==> src/rtl/mod_instruction_fetch_if.sv <==
// mod_instruction_fetch_if: ROM, redirect and IF-stage handshake signals of the fetch unit
interface mod_instruction_fetch_if #(
  parameter int ADDR_W = 30,
  parameter int DATA_W = 32
);
  logic [ADDR_W-1:0] address;
  logic [DATA_W-1:0] instruction;
  logic              mem_end;
  logic              redirect_valid;
  logic [ADDR_W-1:0] redirect_addr;
  logic              if_valid;
  logic              if_ready;
  logic [DATA_W-1:0] if_instr;
  logic [ADDR_W-1:0] if_pc;
  modport master (
    output address, if_valid, if_instr, if_pc,
    input  instruction, mem_end, redirect_valid, redirect_addr, if_ready
  );
  modport slave (
    input  address, if_valid, if_instr, if_pc,
    output instruction, mem_end, redirect_valid, redirect_addr, if_ready
  );
endinterface

==> src/rtl/mod_instruction_fetch.sv <==
// mod_instruction_fetch: PC, ROM addressing and registered IF stage with redirect and halt
module mod_instruction_fetch #(
  parameter int                ADDR_W   = 30,
  parameter int                DATA_W   = 32,
  parameter logic [ADDR_W-1:0] RESET_PC = '0,
  parameter int                CNT_W    = 16
) (
  input  logic                 clk,
  input  logic                 rst,
  input  logic                 start,
  mod_instruction_fetch_if.master bus,
  output logic                 halted,
  output logic [CNT_W-1:0]     fetch_count
);
  typedef enum logic [1:0] {IDLE, FETCH, HALT} state_t;
  state_t            state, state_n;
  logic [ADDR_W-1:0] pc, pc_n;
  logic              valid_n, cap, slot_free, xfer;
  assign slot_free   = !bus.if_valid || bus.if_ready;
  assign xfer        = bus.if_valid && bus.if_ready;
  assign bus.address = pc;
  assign halted      = state == HALT;
  always_comb begin
    state_n = state;
    pc_n    = pc;
    valid_n = bus.if_valid;
    cap     = 1'b0;
    if (state == IDLE) state_n = start ? FETCH : IDLE;
    else if (bus.redirect_valid) begin
      pc_n    = bus.redirect_addr;
      valid_n = 1'b0;
      state_n = FETCH;
    end else if (state == FETCH && slot_free) begin
      // end of program only takes effect once the slot can accept a new word
      valid_n = !bus.mem_end;
      state_n = bus.mem_end ? HALT : FETCH;
      cap     = !bus.mem_end;
      pc_n    = bus.mem_end ? pc : pc + 1'b1;
    end
  end
  always_ff @(posedge clk) begin
    if (rst) begin
      state        <= IDLE;
      pc           <= RESET_PC;
      bus.if_valid <= 1'b0;
      bus.if_instr <= '0;
      bus.if_pc    <= '0;
      fetch_count  <= '0;
    end else begin
      state        <= state_n;
      pc           <= pc_n;
      bus.if_valid <= valid_n;
      if (cap) begin
        bus.if_instr <= bus.instruction;
        bus.if_pc    <= pc;
      end
      if (xfer && !(&fetch_count)) fetch_count <= fetch_count + 1'b1;
    end
  end
endmodule

==> src/flat_wrapper.sv <==
// flat-port wrapper written by rule: the top's interface ports become plain ports
module mod_instruction_fetch_flat 
#(
  parameter int                ADDR_W   = 30,
  parameter int                DATA_W   = 32,
  parameter logic [ADDR_W-1:0] RESET_PC = '0,
  parameter int                CNT_W    = 16
)
  (clk, rst, start, halted, fetch_count, bus_address, bus_if_valid, bus_if_instr, bus_if_pc, bus_instruction, bus_mem_end, bus_redirect_valid, bus_redirect_addr, bus_if_ready);
  mod_instruction_fetch_if #(.ADDR_W(ADDR_W), .DATA_W(DATA_W)) bus_i ();
  input  logic clk;
  input  logic rst;
  input  logic start;
  output logic halted;
  output logic [CNT_W-1:0] fetch_count;
  output wire logic [$bits(bus_i.address)-1:0] bus_address;
  output wire logic [$bits(bus_i.if_valid)-1:0] bus_if_valid;
  output wire logic [$bits(bus_i.if_instr)-1:0] bus_if_instr;
  output wire logic [$bits(bus_i.if_pc)-1:0] bus_if_pc;
  input wire logic [$bits(bus_i.instruction)-1:0] bus_instruction;
  input wire logic [$bits(bus_i.mem_end)-1:0] bus_mem_end;
  input wire logic [$bits(bus_i.redirect_valid)-1:0] bus_redirect_valid;
  input wire logic [$bits(bus_i.redirect_addr)-1:0] bus_redirect_addr;
  input wire logic [$bits(bus_i.if_ready)-1:0] bus_if_ready;
  assign bus_address = bus_i.address;
  assign bus_if_valid = bus_i.if_valid;
  assign bus_if_instr = bus_i.if_instr;
  assign bus_if_pc = bus_i.if_pc;
  assign bus_i.instruction = bus_instruction;
  assign bus_i.mem_end = bus_mem_end;
  assign bus_i.redirect_valid = bus_redirect_valid;
  assign bus_i.redirect_addr = bus_redirect_addr;
  assign bus_i.if_ready = bus_if_ready;
  mod_instruction_fetch #(.ADDR_W(ADDR_W), .DATA_W(DATA_W), .RESET_PC(RESET_PC), .CNT_W(CNT_W)) u_core (.clk(clk), .rst(rst), .start(start), .bus(bus_i), .halted(halted), .fetch_count(fetch_count));
endmodule
==> config.mk <==
export PLATFORM = sky130hd
export DESIGN_NAME = mod_instruction_fetch_flat
export DESIGN_NICKNAME = d
export VERILOG_FILES = /design/src/rtl/mod_instruction_fetch_if.sv /design/src/rtl/mod_instruction_fetch.sv /design/src/flat_wrapper.sv
export SDC_FILE = /design/constraint.sdc
export NUM_CORES = 1
export LEC_CHECK = 0
export BUFFER_PORTS_ARGS = -buffer_cell sky130_fd_sc_hd__buf_2
export CAP_MARGIN = 20
export CELL_PAD_IN_SITES_DETAIL_PLACEMENT = 1
export CELL_PAD_IN_SITES_GLOBAL_PLACEMENT = 1
export CORE_MARGIN = 2
export CORE_UTILIZATION = 35
export DETAILED_ROUTE_END_ITERATION = 12
export GPL_ROUTABILITY_DRIVEN = 0
export PLACE_DENSITY_LB_ADDON = 0.1
export SLEW_MARGIN = 20
export SYNTH_ARGS = -nofsm -noshare
export SYNTH_HDL_FRONTEND = slang
export SYNTH_SLANG_ARGS = --single-unit
==> constraint.sdc <==
create_clock -name clk -period 2.2 [get_ports clk]
set_input_delay 0.44 -clock clk [delete_from_list [all_inputs] [get_ports clk]]
set_output_delay 0.44 -clock clk [all_outputs]
set_load 0.03 [all_outputs]
After elaboration in Yosys (flattened, before gate mapping)

Cells that the tools add are included.

Logic and storage cells: 38
Input bits: 68
Output and inout port bits: 110
Register bits: 111

Add/sub/neg operators: 2
Eq/ne operators: 3
Bitwise gates (word level): 1
Reduce and logical (&&, ||, !) cells: 13
Multiplexer cells: 13

Operator list:

| operator                                               | count |
|---|---|
| 2-to-1 mux 30 bit                                      | 3 |
| adder 30 x 1 -> 30 bit (second input constant)         | 1 |
| adder 16 x 1 -> 16 bit (second input constant)         | 1 |
| AND reduction 16 bit                                   | 1 |
| 2-to-1 mux 2 bit                                       | 4 |
| 2-to-1 mux 1 bit                                       | 6 |
| logical AND 1 bit                                      | 3 |
| zero test 1 bit                                        | 3 |
| AND reduction 3 bit                                    | 1 |
| nonzero test 3 bit                                     | 1 |
| equality test 2 x 1 -> 1 bit (second input constant)   | 1 |
| equality test 2 bit (second input constant)            | 1 |
| zero test 2 bit                                        | 1 |
| inequality test 2 x 1 -> 1 bit (second input constant) | 1 |
| AND reduction 2 bit                                    | 1 |
| nonzero test 2 bit                                     | 1 |
| logical OR 1 bit                                       | 1 |
| inverter 1 bit                                         | 1 |

Logic depth before layout (Yosys ltp)

Depth after elaboration: 6
Mapped depth: 8

Worst setup path before layout

OpenSTA, ideal clock, no wires.

Kind: register to register
Start: register u_core.pc[7], in the netlist u_core.bus.address[7]
End: register u_core.pc[25], in the netlist u_core.bus.address[25]
Cell stages (with the launch flop): 6
Path slack: 85 ps
Arrival: 1995 ps
Period minus slack after synthesis: 2115 ps
Data required time: 2080 ps
Path through: dfxtp_1 -> buf_2 -> nand3_2 -> or4_4 -> or3_4 -> a211o_1

Cells in the longest elaborated chain, start to end: 4

RTL lines:

| element                | RTL line                    | RTL |
|---|---|---|
| from (decl)            | mod_instruction_fetch.sv:17 | `logic [ADDR_W-1:0] pc, pc_n;` |
| from (signal assigned) | mod_instruction_fetch.sv:51 | `pc <= pc_n;` |
| adder 30 x 1 -> 30 bit | mod_instruction_fetch.sv:38 | `pc_n = bus.mem_end ? pc : pc + 1'b1;` |
| 2-to-1 mux 30 bit      | mod_instruction_fetch.sv:38 |  |
| 2-to-1 mux 30 bit      | mod_instruction_fetch.sv:33 | `end else if (state == FETCH && slot_free) begin` |
| 2-to-1 mux 30 bit      | mod_instruction_fetch.sv:29 | `else if (bus.redirect_valid) begin` |

No other way between the ends. The select of a mux whose other input is x is not followed.
A chain may end at the register's enable or synchronous reset.

Final worst setup path

Start: register u_core.pc[11], in the netlist u_core.bus.address[11]
End: register u_core.pc[27], in the netlist u_core.bus.address[27]

Same word-level chain as after synthesis.

==> results.ini <==
[sta]
setup_viol = 0
layout_setup_ws_ns = 0.142
worst_slew_pin_slew_ns = 0.568
clock_skew_ns = 0.0115
slew_viol_final = 0
fmax_mhz = 486
rsz0062_at_grt = false
fin_crit_sh_pct = 93.6
period_needed_ns = 2.06
hold_viol_final = 0
timing.slew.headroom_pct = 62.0
setup_tns_ns = 0

[routing]
dr.pass1.iters = 4
drt_wl_total_um = 17500
drc = 0
vias = 5496
drtAntennaViolNets = 0
drt_iter0_markers = 280
wl_per_cell_um = 17.1
routed_via_density = 5.39

[worst_setup_path]
r2r_cells = 5
critPathBufInv = 0
cp.depth = 5
startpoint_type = register
critPathArrivalTime_ns = 2.31
cp-end-kind = register
crit_fanout = 8
setup.worst_path.start = u_core.bus.address[11]
ff2ff_setup_slack_ns = 0.14
max_stage_delay_ns = 0.51
cp_slowest_cell = dfxtp_1
r2r-start = u_core.bus.address[11]
worstSetupPathType = reg2reg
cp_top_family = simple AND/OR/NAND/NOR gates
cp_data_required_time_ns = 2.45
reg2reg_to = u_core.bus.address[27]
crit_chain = nand4_1, or2_2, nor4_4, nor2_1, a211o_1
crit_path_end = u_core.bus.address[27]

[grt]
grt_usage_pct = 22.5
grt_pass1_wl_um = 27200
antenna_found_initial = 1
grt_max_degree = 47
overflow = 0
grt_pass1_vias = 5439

[outcome]
status = completed

[die]
start_util_pct = 36.1
die_area_um2 = 15300
die_h_um = 124
io_pins = 178
fp-row-count = 43
die_w_um = 124
core_region_area_um2 = 13900

[yosys]
synth_adder_area_share_pct = 0.498
synthSimpleGateAreaFrac_pct = 28.6
ys.flop_type = dfxtp_1
synth_cells = 656
synth_top_family_by_area = simple AND/OR/NAND/NOR gates
synth_edf_count = 0
synthMuxAreaShare_pct = 0.623
synth_commonest_cells = nand2_1 (165), dfxtp_1 (111), a21oi_1 (87)
synth_largest_area_cell = dfxtp_1
synth_xor_area_share_pct = 1.92
synth-seq-cells = 111
synth_compound_area_share_pct = 20.2
synth_top_cell_area_share_pct = 44.2
yosysMostFrequentCell = nand2_1
synth_area_um2 = 5020
synth.top_cells.by_area = dfxtp_1 (44%), nand2_1 (12%), a21oi_1 (8.7%)
yosysUniqueCellTypes = 63
ys_warn_count = 0
synthArstFlopShare_pct = 0
syn_nets = 726
synth-seq-area-share_pct = 44.2
syn_avg_cell_area_um2 = 7.66

[run]
maxCapViolations = 0

[placement]
dp_worst_setup_slack_ns = 0.182
hpwl_um = 12800
port_buffers = 177

[clock_tree]
postCtsHoldBufs = 0
clockBufferDepth = 2
clk_pin_slew_ns = 0.08
clkLatencyLatePin_ns = 0.36
cts_resized = 0
cts_tree = built
cts-root-buf = clkbuf_16
cts_buffers = 9
clock_tree.htree_level_count = 3
cts_setup_buffers = 0
cts_num_sinks = 111

[power_and_ir_drop]
leakage_uw = 0.00272
p_clk_share_pct = 36.8
switchingPower_uw = 1300
seq_power_share_pct = 49.1
powerDensity_nw_per_um2 = 667
vdd_drop_max_mv = 0.336
combPwrFrac_pct = 14.1
finalPower_uw = 4370
internal_power_uw = 3070
p_sw_share_pct = 29.8

[finish]
fin_util_pct = 47.0
diodes = 0
num-nets-final = 905
fill_cells = 1776
area_delta_synth_final_pct = 30.3
drive_gt1_share_pct = 29.0

[min_path]
min_path_type = in2reg

==> cell families (layout without fill, tap and decap cells) <==
kind of cell	count (synthesis)	count (layout)
and+or+nand+nor	312	312
DFF	111	111
xor gates and xnor gates	11	11
adders and majority gates	2	2
muxes	3	3
buffers and inverters	51	235
AOI/OAI and AO/OA	166	166
==> stage by stage <==
stage	cell area, um2	hold WS, ns	std cells
floorplan	5020	0.505	656
global placement	6270	0.439	1004
detailed placement	6270	0.449	1004
CTS	6550	0.299	1020
global route	6550	0.313	1020
finish	6550	0.309	1020
==> sequential cells by signal (all words and copies together) (netlist names) <==
| signal | count |
|---|---|
| u_core.state | 2 |
| u_core.bus.address | 30 |
| u_core.bus.if_valid | 1 |
| u_core.bus.if_pc | 30 |
| u_core.bus.if_instr | 32 |
| u_core.fetch_count | 16 |
==> routing by layer <==
layer | part of all wire [%] | up-vias | track usage, %
met3 | 6.3 | 28 | 5.31
li1 | - | 2662 | -
met4 | 1.7 | 2 | 8.10
met1 | 43 | 2640 | 27.1
met5 | 0.092 | - | 0
met2 | 49 | 164 | 39.0
==> worst min-delay path: stages <==
cell and delay, ns:
buf_2 0.09, nand2_1 0.05, a21oi_1 0.05
==> cells in the final DEF, fill, tap and decap left out, types with 7 or more instances in the layout <==
cell type,n
a211oi_1,7
a21oi_1,87
and3_1,12
buf_2,176
buf_4,31
clkbuf_16,9
dfxtp_1,111
inv_1,7
nand2_1,165
nand3_1,22
nand4_1,15
nor2_1,47
nor3_1,12
o211ai_1,7
o21ai_0,17
xnor2_1,7
==> worst min-delay path by stage <==
| stage | start | end | slack (ns) | cells after the start |
|---|---|---|---|---|
| 4_1_cts | bus_instruction[10] | u_core.bus.if_instr[10] | 0.30 | 3 |
| 5_1_grt | bus_instruction[25] | u_core.bus.if_instr[25] | 0.31 | 3 |
| 6_report | bus_instruction[31] | u_core.bus.if_instr[31] | 0.31 | 3 |
| 3_3_place_gp | u_core.bus.if_pc[15] | u_core.bus.if_pc[15] | 0.44 | 2 |
| 3_5_place_dp | u_core.bus.if_pc[21] | u_core.bus.if_pc[21] | 0.45 | 2 |
| 2_1_floorplan | u_core.state[0] | u_core.state[1] | 0.50 | 2 |
==> power groups by stage <==
stage | Sequential, uW | Clock (uW) | Combinational (uW)
finish | 2150 | 1610 | 615
global route | 2160 | 1720 | 666
CTS | 2150 | 1650 | 618
detailed placement | 2190 | 0 | 615
global placement | 2190 | 0 | 602
floorplan | 2300 | 0 | 240
==> final cells by class <==
| type | instances | area (um2) | area share, % |
|---|---|---|---|
| Clock buffer | 9 | 225 | 3.44 |
| Timing Repair Buffer | 210 | 1170 | 17.9 |
| Multi-Input combinational cell | 494 | 2610 | 39.9 |
| Sequential cell | 111 | 2220 | 33.9 |
| Clock inverter | 7 | 55.1 | 0.841 |
| Tap cell | 180 | 225 | 3.44 |
| Inverter | 9 | 33.8 | 0.516 |
No activity file was read; power rests on OpenSTA's default activity.
